--- src/rtl/mna_pkg.sv ---
// Shared definitions for the MNA request path: FSM states, header field layout, flit counts.
package mna_pkg;

    localparam int unsigned FLIT_W = 32;
    localparam int unsigned ADDR_W = 32;
    localparam int unsigned DEST_W = 4;
    localparam int unsigned SRC_W  = 4;
    localparam int unsigned LEN_W  = 3;
    localparam int unsigned STRB_W = 4;

    localparam int unsigned HDR_DEST_LSB = 28;
    localparam int unsigned HDR_SRC_LSB  = 24;
    localparam int unsigned HDR_RD_BIT   = 23;
    localparam int unsigned HDR_LEN_LSB  = 20;
    localparam int unsigned HDR_STRB_LSB = 0;

    localparam int unsigned WR_FLITS = 3;
    localparam int unsigned RD_FLITS = 2;

    typedef enum logic [2:0] {
        ST_IDLE,
        ST_HEAD,
        ST_ADDR,
        ST_DATA,
        ST_WAIT_RESP
    } state_t;

    // Header flit; reserved bits between LEN and STRB stay zero.
    function automatic logic [FLIT_W-1:0] make_header(
        input logic [DEST_W-1:0] dest,
        input logic [SRC_W-1:0]  src,
        input logic              rd,
        input logic [STRB_W-1:0] strb
    );
        logic [FLIT_W-1:0] h;
        h = '0;
        h[HDR_DEST_LSB +: DEST_W] = dest;
        h[HDR_SRC_LSB +: SRC_W]   = src;
        h[HDR_RD_BIT]             = rd;
        h[HDR_LEN_LSB +: LEN_W]   = rd ? LEN_W'(RD_FLITS - 1) : LEN_W'(WR_FLITS - 1);
        h[HDR_STRB_LSB +: STRB_W] = strb;
        return h;
    endfunction

endpackage

--- src/rtl/mna_req_arbiter.sv ---
// Two-requester round-robin arbiter (write vs read); pointer flips on every grant.
module mna_req_arbiter (
    input  logic clock,
    input  logic reset,
    input  logic en,
    input  logic wr_req,
    input  logic rd_req,
    output logic wr_gnt_c,
    output logic rd_gnt_c
);

    logic prefer_rd;

    assign wr_gnt_c = en & wr_req & (~rd_req | ~prefer_rd);
    assign rd_gnt_c = en & rd_req & (~wr_req | prefer_rd);

    always_ff @(posedge clock or posedge reset) begin
        if (reset) begin
            prefer_rd <= 1'b0;
        end else if (wr_gnt_c | rd_gnt_c) begin
            prefer_rd <= ~prefer_rd;
        end
    end

endmodule

--- src/rtl/mna_request_packetizer.sv ---
// MNA request side: AXI4-Lite slave that turns one AW+W or AR request into a NoC packet.
// Define MNA_REQ_WSTRB_EN to carry write strobes in header bits [3:0].
module mna_request_packetizer
    import mna_pkg::*;
#(
    parameter logic [SRC_W-1:0] SRC_ID   = 4'h0,
    parameter int unsigned      DEST_LSB = 28
) (
    input  logic              clock,
    input  logic              reset,
    input  logic [ADDR_W-1:0] awaddr,
    input  logic              awvalid,
    output logic              awready,
    input  logic [FLIT_W-1:0] wdata,
    input  logic [STRB_W-1:0] wstrb,
    input  logic              wvalid,
    output logic              wready,
    input  logic [ADDR_W-1:0] araddr,
    input  logic              arvalid,
    output logic              arready,
    input  logic [7:0]        is_allocatable,
    input  logic [7:0]        is_on_off,
    input  logic              resp_done,
    output logic [FLIT_W-1:0] flit_data,
    output logic              flit_valid,
    output logic              flit_tail,
    output logic              busy
);

    state_t              state;
    logic [ADDR_W-1:0]   addr_q;
    logic [FLIT_W-1:0]   wdata_q;
    logic [STRB_W-1:0]   strb_q;
    logic                rd_q;

    logic                wr_gnt_c;
    logic                rd_gnt_c;
    logic [ADDR_W-1:0]   grant_addr;
    logic [STRB_W-1:0]   grant_strb;
    logic [FLIT_W-1:0]   grant_hdr;
    logic [FLIT_W-1:0]   held_hdr;
    logic                alloc;
    logic                on;
    logic                unused_bits;

    assign alloc = is_allocatable[0];
    assign on    = is_on_off[0];

    mna_req_arbiter u_arb (
        .clock    (clock),
        .reset    (reset),
        .en       (state == ST_IDLE),
        .wr_req   (awvalid & wvalid),
        .rd_req   (arvalid),
        .wr_gnt_c (wr_gnt_c),
        .rd_gnt_c (rd_gnt_c)
    );

    assign awready = wr_gnt_c;
    assign wready  = wr_gnt_c;
    assign arready = rd_gnt_c;

`ifdef MNA_REQ_WSTRB_EN
    assign grant_strb  = rd_gnt_c ? 4'hF : wstrb;
    assign unused_bits = ^{is_allocatable[7:1], is_on_off[7:1]};
`else
    assign grant_strb  = '0;
    assign unused_bits = ^{is_allocatable[7:1], is_on_off[7:1], wstrb};
`endif

    // Header can go out straight from the grant cycle when the VC is already allocatable.
    assign grant_addr = rd_gnt_c ? araddr : awaddr;
    assign grant_hdr  = make_header(grant_addr[DEST_LSB +: DEST_W], SRC_ID, rd_gnt_c, grant_strb);
    assign held_hdr   = make_header(addr_q[DEST_LSB +: DEST_W], SRC_ID, rd_q, strb_q);

    always_ff @(posedge clock or posedge reset) begin
        if (reset) begin
            state      <= ST_IDLE;
            busy       <= 1'b0;
            flit_valid <= 1'b0;
            flit_tail  <= 1'b0;
            flit_data  <= '0;
            addr_q     <= '0;
            wdata_q    <= '0;
            strb_q     <= '0;
            rd_q       <= 1'b0;
        end else begin
            case (state)
                ST_IDLE: begin
                    if (wr_gnt_c | rd_gnt_c) begin
                        busy    <= 1'b1;
                        rd_q    <= rd_gnt_c;
                        addr_q  <= grant_addr;
                        strb_q  <= grant_strb;
                        state   <= ST_HEAD;
                        if (wr_gnt_c) begin
                            wdata_q <= wdata;
                        end
                        if (alloc) begin
                            flit_valid <= 1'b1;
                            flit_data  <= grant_hdr;
                        end
                    end
                end
                ST_HEAD: begin
                    if (!flit_valid) begin
                        if (alloc) begin
                            flit_valid <= 1'b1;
                            flit_data  <= held_hdr;
                        end
                    end else if (on) begin
                        flit_data <= addr_q;
                        flit_tail <= rd_q;
                        state     <= ST_ADDR;
                    end
                end
                ST_ADDR: begin
                    if (on) begin
                        if (rd_q) begin
                            flit_valid <= 1'b0;
                            flit_tail  <= 1'b0;
                            flit_data  <= '0;
                            state      <= ST_WAIT_RESP;
                        end else begin
                            flit_data <= wdata_q;
                            flit_tail <= 1'b1;
                            state     <= ST_DATA;
                        end
                    end
                end
                ST_DATA: begin
                    if (on) begin
                        flit_valid <= 1'b0;
                        flit_tail  <= 1'b0;
                        flit_data  <= '0;
                        state      <= ST_WAIT_RESP;
                    end
                end
                ST_WAIT_RESP: begin
                    if (resp_done) begin
                        busy  <= 1'b0;
                        state <= ST_IDLE;
                    end
                end
                default: begin
                    state <= ST_IDLE;
                end
            endcase
        end
    end

endmodule

--- config.mk ---
export PLATFORM = sky130hd
export DESIGN_NAME = mna_request_packetizer
export DESIGN_NICKNAME = d
export VERILOG_FILES = /design/src/rtl/mna_pkg.sv /design/src/rtl/mna_req_arbiter.sv /design/src/rtl/mna_request_packetizer.sv
export SDC_FILE = /design/constraint.sdc
export NUM_CORES = 1
export LEC_CHECK = 0
export ABC_AREA = 1
export BUFFER_PORTS_ARGS = -buffer_cell sky130_fd_sc_hd__buf_2
export CELL_PAD_IN_SITES_DETAIL_PLACEMENT = 1
export CELL_PAD_IN_SITES_GLOBAL_PLACEMENT = 1
export CORE_MARGIN = 2
export CORE_UTILIZATION = 39
export DETAILED_ROUTE_END_ITERATION = 16
export GPL_TIMING_DRIVEN = 0
export PLACE_DENSITY_LB_ADDON = 0.05
export SLEW_MARGIN = 25
export SYNTH_ARGS = -nofsm -noshare
export SYNTH_HDL_FRONTEND = slang
export SYNTH_HIERARCHICAL = 1
export SYNTH_SLANG_ARGS = --single-unit
--- constraint.sdc ---
create_clock -name clock -period 4.88 [get_ports clock]
set_input_delay 0.244 -clock clock [delete_from_list [all_inputs] [get_ports clock]]
set_output_delay 0.244 -clock clock [all_outputs]
set_load 0.01 [all_outputs]
==> metrics.log <==
[metrics] outcome: completed
[metrics] number of search-and-repair iterations in the first detailed-routing pass: 4
[metrics] vias in the first global route: 5305
[metrics] Max Used Layer: met4
[metrics] worst-margin pin slew: 522 ps
[metrics] Mapped Cells: 665
[metrics] arrival time of data at the critical path endpoint: 2740 ps
[metrics] number of distinct standard cells referenced by the synthesized netlist: 22
[metrics] main flop type after synthesis: sky130_fd_sc_hd__dfrtp_1
[metrics] maximum resistive drop on vdd: 0.000248 V
[metrics] Overall Global Routing Usage: 24.0%
[metrics] layout overhead on the synthesized area: 24.7%
[metrics] DRT Wirelength: 16100 um
[metrics] largest cells by area after synthesis: sky130_fd_sc_hd__dfrtp_1, sky130_fd_sc_hd__nand2_1, sky130_fd_sc_hd__nand3_1
[metrics] DRT antenna net count: 0
[metrics] H-tree levels: 3
[metrics] launch point of the worst hold path: wdata[14]
[metrics] Leak Pwr: 3.45 nW
[metrics] total length of routed met3 wires: 750 um
[metrics] Post-Place Worst Slack: 2360 ps
[metrics] crit end category: flop
[metrics] Worst path max stage delay: 380 ps
[metrics] metal2 WL: 8010 um
[metrics] # resized after CTS: 0
[metrics] number of max-slew violations in the final report: 0
[metrics] share of the yosys chip area belonging to registers: 50.9%
[metrics] total gr overflow: 0
[metrics] critical-path cell with the highest stage delay: sky130_fd_sc_hd__dfrtp_1
[metrics] worst reg2reg path endpoint: addr_q[8]
[metrics] syn avg cell area: 7.68 um2
[metrics] shortest period the worst path allows: 2510 ps
[metrics] source-to-sink clock delay at the later pin of the worst-skew pair: 360 ps
[metrics] clock buffer count from CTS: 9
[metrics] clock transition at the registers of the reported paths: 70 ps
[metrics] Cells on Worst Hold Path: 3
[metrics] CTS sink count: 104
[metrics] Total Negative Setup Slacks: 0 ps
[metrics] Reg-to-Reg Start: state[0]
[metrics] Layout Cells excl Fill: 996
[metrics] Register-to-Register Setup Slack: 2370 ps
[metrics] total buffers and inverters traversed by the critical path: 5
[metrics] areal power density over the cells: 658 nW/um2
[metrics] most area-hungry cell type in the Yosys netlist: sky130_fd_sc_hd__dfrtp_1
[metrics] Post-layout nets: 941
[metrics] Detail Placement HPWL: 12200 um
[metrics] number of top-level design ports: 160
[metrics] count of input and output buffers: 141
[metrics] share of final-layout standard cells stronger than drive strength 1: 28.3%
[metrics] Clock Tree Root: sky130_fd_sc_hd__clkbuf_16
[metrics] maximum net fanout on the critical path: 10
[metrics] placed cell count: 979
[metrics] met1 wire length: 7150 um
[metrics] Core ar.: 12700 um2
[metrics] portion of synthesized cell area occupied by the leading cell type: 50.9%
[metrics] Yosys warnings: 6
[metrics] Slew Limit Headroom: 65.2%
[metrics] number of enable-type register cells in the synthesized netlist: 0
[metrics] starting density of the core: 40.2%
[metrics] worst min-delay path endpoint: wdata_q[14]
[metrics] diodes inserted: 0
[metrics] RD Place Congestion: 0.907
[metrics] overall die area: 14000 um2
[metrics] highest attainable clock frequency: 398 MHz
[metrics] Setup crit start kind: flop
[metrics] number of max-cap violations: 0
[metrics] synthesized netlist net count: 787
[metrics] DRC violation total after the first TritonRoute iteration: 171
[metrics] average vias per placed instance: 4.99
[metrics] type of the worst setup path: flop to flop
[metrics] number of vias after detailed routing: 4970
[metrics] stages on the worst setup path: 12
[metrics] worst clock skew: 6.42 ps
[metrics] top cells by count, synth: sky130_fd_sc_hd__nand2_1, sky130_fd_sc_hd__dfrtp_1, sky130_fd_sc_hd__nand3_1, sky130_fd_sc_hd__o21ai_0, sky130_fd_sc_hd__o21ai_1
[metrics] Chip Width: 118 um
[metrics] required time at the endpoint of the critical path: 5110 ps
[metrics] number of antenna violations at the first check in global routing: 0
[metrics] class of the tightest hold or removal check: input pin to flop
[metrics] largest net degree at the start of global routing: 72
[metrics] wire length of the first global-routing pass: 26500 um
[metrics] final worst setup slack: 2370 ps
[metrics] TritonCTS clock tree: built
[metrics] RSZ-0062 raised after global routing: no
[metrics] post-CTS repair timing setup buffer count: 0
[metrics] routed length per instance: 16.2 um
[metrics] post-detailed-route DRC marker count: 0
[metrics] setup-violating endpoint count in the final report: 0
[metrics] final period utilization: 51.5%
[metrics] Worst Reg2Reg Path Length in Cells: 12
[metrics] number of register bits inferred by synthesis: 104
[metrics] summed instance area of the synthesized netlist: 5110 um2
[metrics] cell family contributing the most delay on the critical path: buffers and inverters
[metrics] cell repeated most along the worst path: sky130_fd_sc_hd__inv_1
[metrics] Hold Vio Cnt, Final: 0
[metrics] cell-by-cell listing of the critical path: buf_6 > nor2_4 > nand2_4 > inv_1 > nand2_1 > a21oi_1 > buf_2 > inv_1 > clkbuf_1 > or2_2 > o21ai_0 > o21ai_1
[metrics] Cell Rows: 41
[metrics] Die H: 118 um
[metrics] maximum root-to-sink buffer count: 2
[metrics] fraction of registers with async set/reset: 100%
[metrics] cell with the most instances after synthesis: sky130_fd_sc_hd__nand2_1
-- routing by layer --
layer / GRT usage (%) / vias to the layer above
met3: 3.91 / 17
met5: 0 / -
met2: 41.3 / 120
li1: - / 2415
met4: 7.44 / 0
met1: 31.1 / 2418
-- flip-flops by register name (all words and copies together), names as in the netlist --
name,count
flit_valid,1
state,3
u_arb/prefer_rd,1
flit_data,32
rd_q,1
flit_tail,1
wdata_q,32
addr_q,32
busy,1
-- worst max path at each step --
| stage | from | to | slack (ps) |
|---|---|---|---|
| floorplan | reset | addr_q[0] | 1930 |
| global placement | reset | addr_q[12] | 650 |
| detailed placement | state[0] | addr_q[8] | 2360 |
| CTS | state[0] | addr_q[8] | 2330 |
| global route | state[0] | addr_q[5] | 2120 |
| finish | state[0] | addr_q[8] | 2370 |
-- area by class of cell --
type / count / area, um2
timing repair buffer: 143 / 743
tap: 172 / 215
inverter: 21 / 83.8
sequential: 104 / 2600
fill: 1682 / 6350
buffer: 38 / 218
clock buffer: 12 / 246
multi-input combinational: 502 / 2210
clock inverter: 4 / 53.8
-- placed cells by master, fill, tap and decap left out, types with 2 or more instances in the layout --
cell                         Yosys  final
sky130_fd_sc_hd__a21oi_1         2      2
sky130_fd_sc_hd__buf_2          18    159
sky130_fd_sc_hd__buf_4           8      8
sky130_fd_sc_hd__buf_6           3      3
sky130_fd_sc_hd__clkbuf_1        9     11
sky130_fd_sc_hd__clkbuf_16       0      9
sky130_fd_sc_hd__clkinvlp_4      0      2
sky130_fd_sc_hd__dfrtp_1       104    104
sky130_fd_sc_hd__inv_1          14     13
sky130_fd_sc_hd__inv_2           7      7
sky130_fd_sc_hd__nand2_1       317    317
sky130_fd_sc_hd__nand2_4         2      2
sky130_fd_sc_hd__nand3_1        51     51
sky130_fd_sc_hd__nor2_1          3      3
sky130_fd_sc_hd__nor2_4          6      6
sky130_fd_sc_hd__o21ai_0        44     44
sky130_fd_sc_hd__o21ai_1        43     43
sky130_fd_sc_hd__or2_2          28     28
-- where the power goes --
group	total (mW)	internal (mW)	leakage, nW	switching [mW]
logic	1.96	0.668	1.98	1.29
registers	1.50	1.26	1.33	0.240
clock network	0.740	0.413	0.139	0.327
-- tightest hold or removal path, cell delays in order --
cell and delay, ps:
sky130_fd_sc_hd__buf_2 70, sky130_fd_sc_hd__nand2_1 40, sky130_fd_sc_hd__nand2_1 50
-- cell families (layout without fill, tap and decap cells) --
group,after synthesis,count (layout),share of synthesized area [%]
DFF,104,104,50.9
and+or+nand+nor,411,411,34.2
buffers and inverters,59,218,5.80
AOI/OAI and AO/OA,91,91,9.01
-- repair_timing --
action | CTS | global route
endpoints found under the setup margin | 0 | 0
hold buffers | 1 | 0
endpoints found under the hold margin | 33 | 0
-- through the flow --
stage	hold WS [ps]	instance area, um2	utilization [%]	power [mW]
floorplan	-27.3	5110	-	2.77
global placement	86.1	6030	47.4	3.37
detailed placement	125	6060	47.6	3.48
CTS	84.5	6370	50.1	4.24
global route	89.5	6370	50.1	4.55
finish	89.2	6370	50.1	4.19
Note: power is estimated with default switching activity, not from simulation.
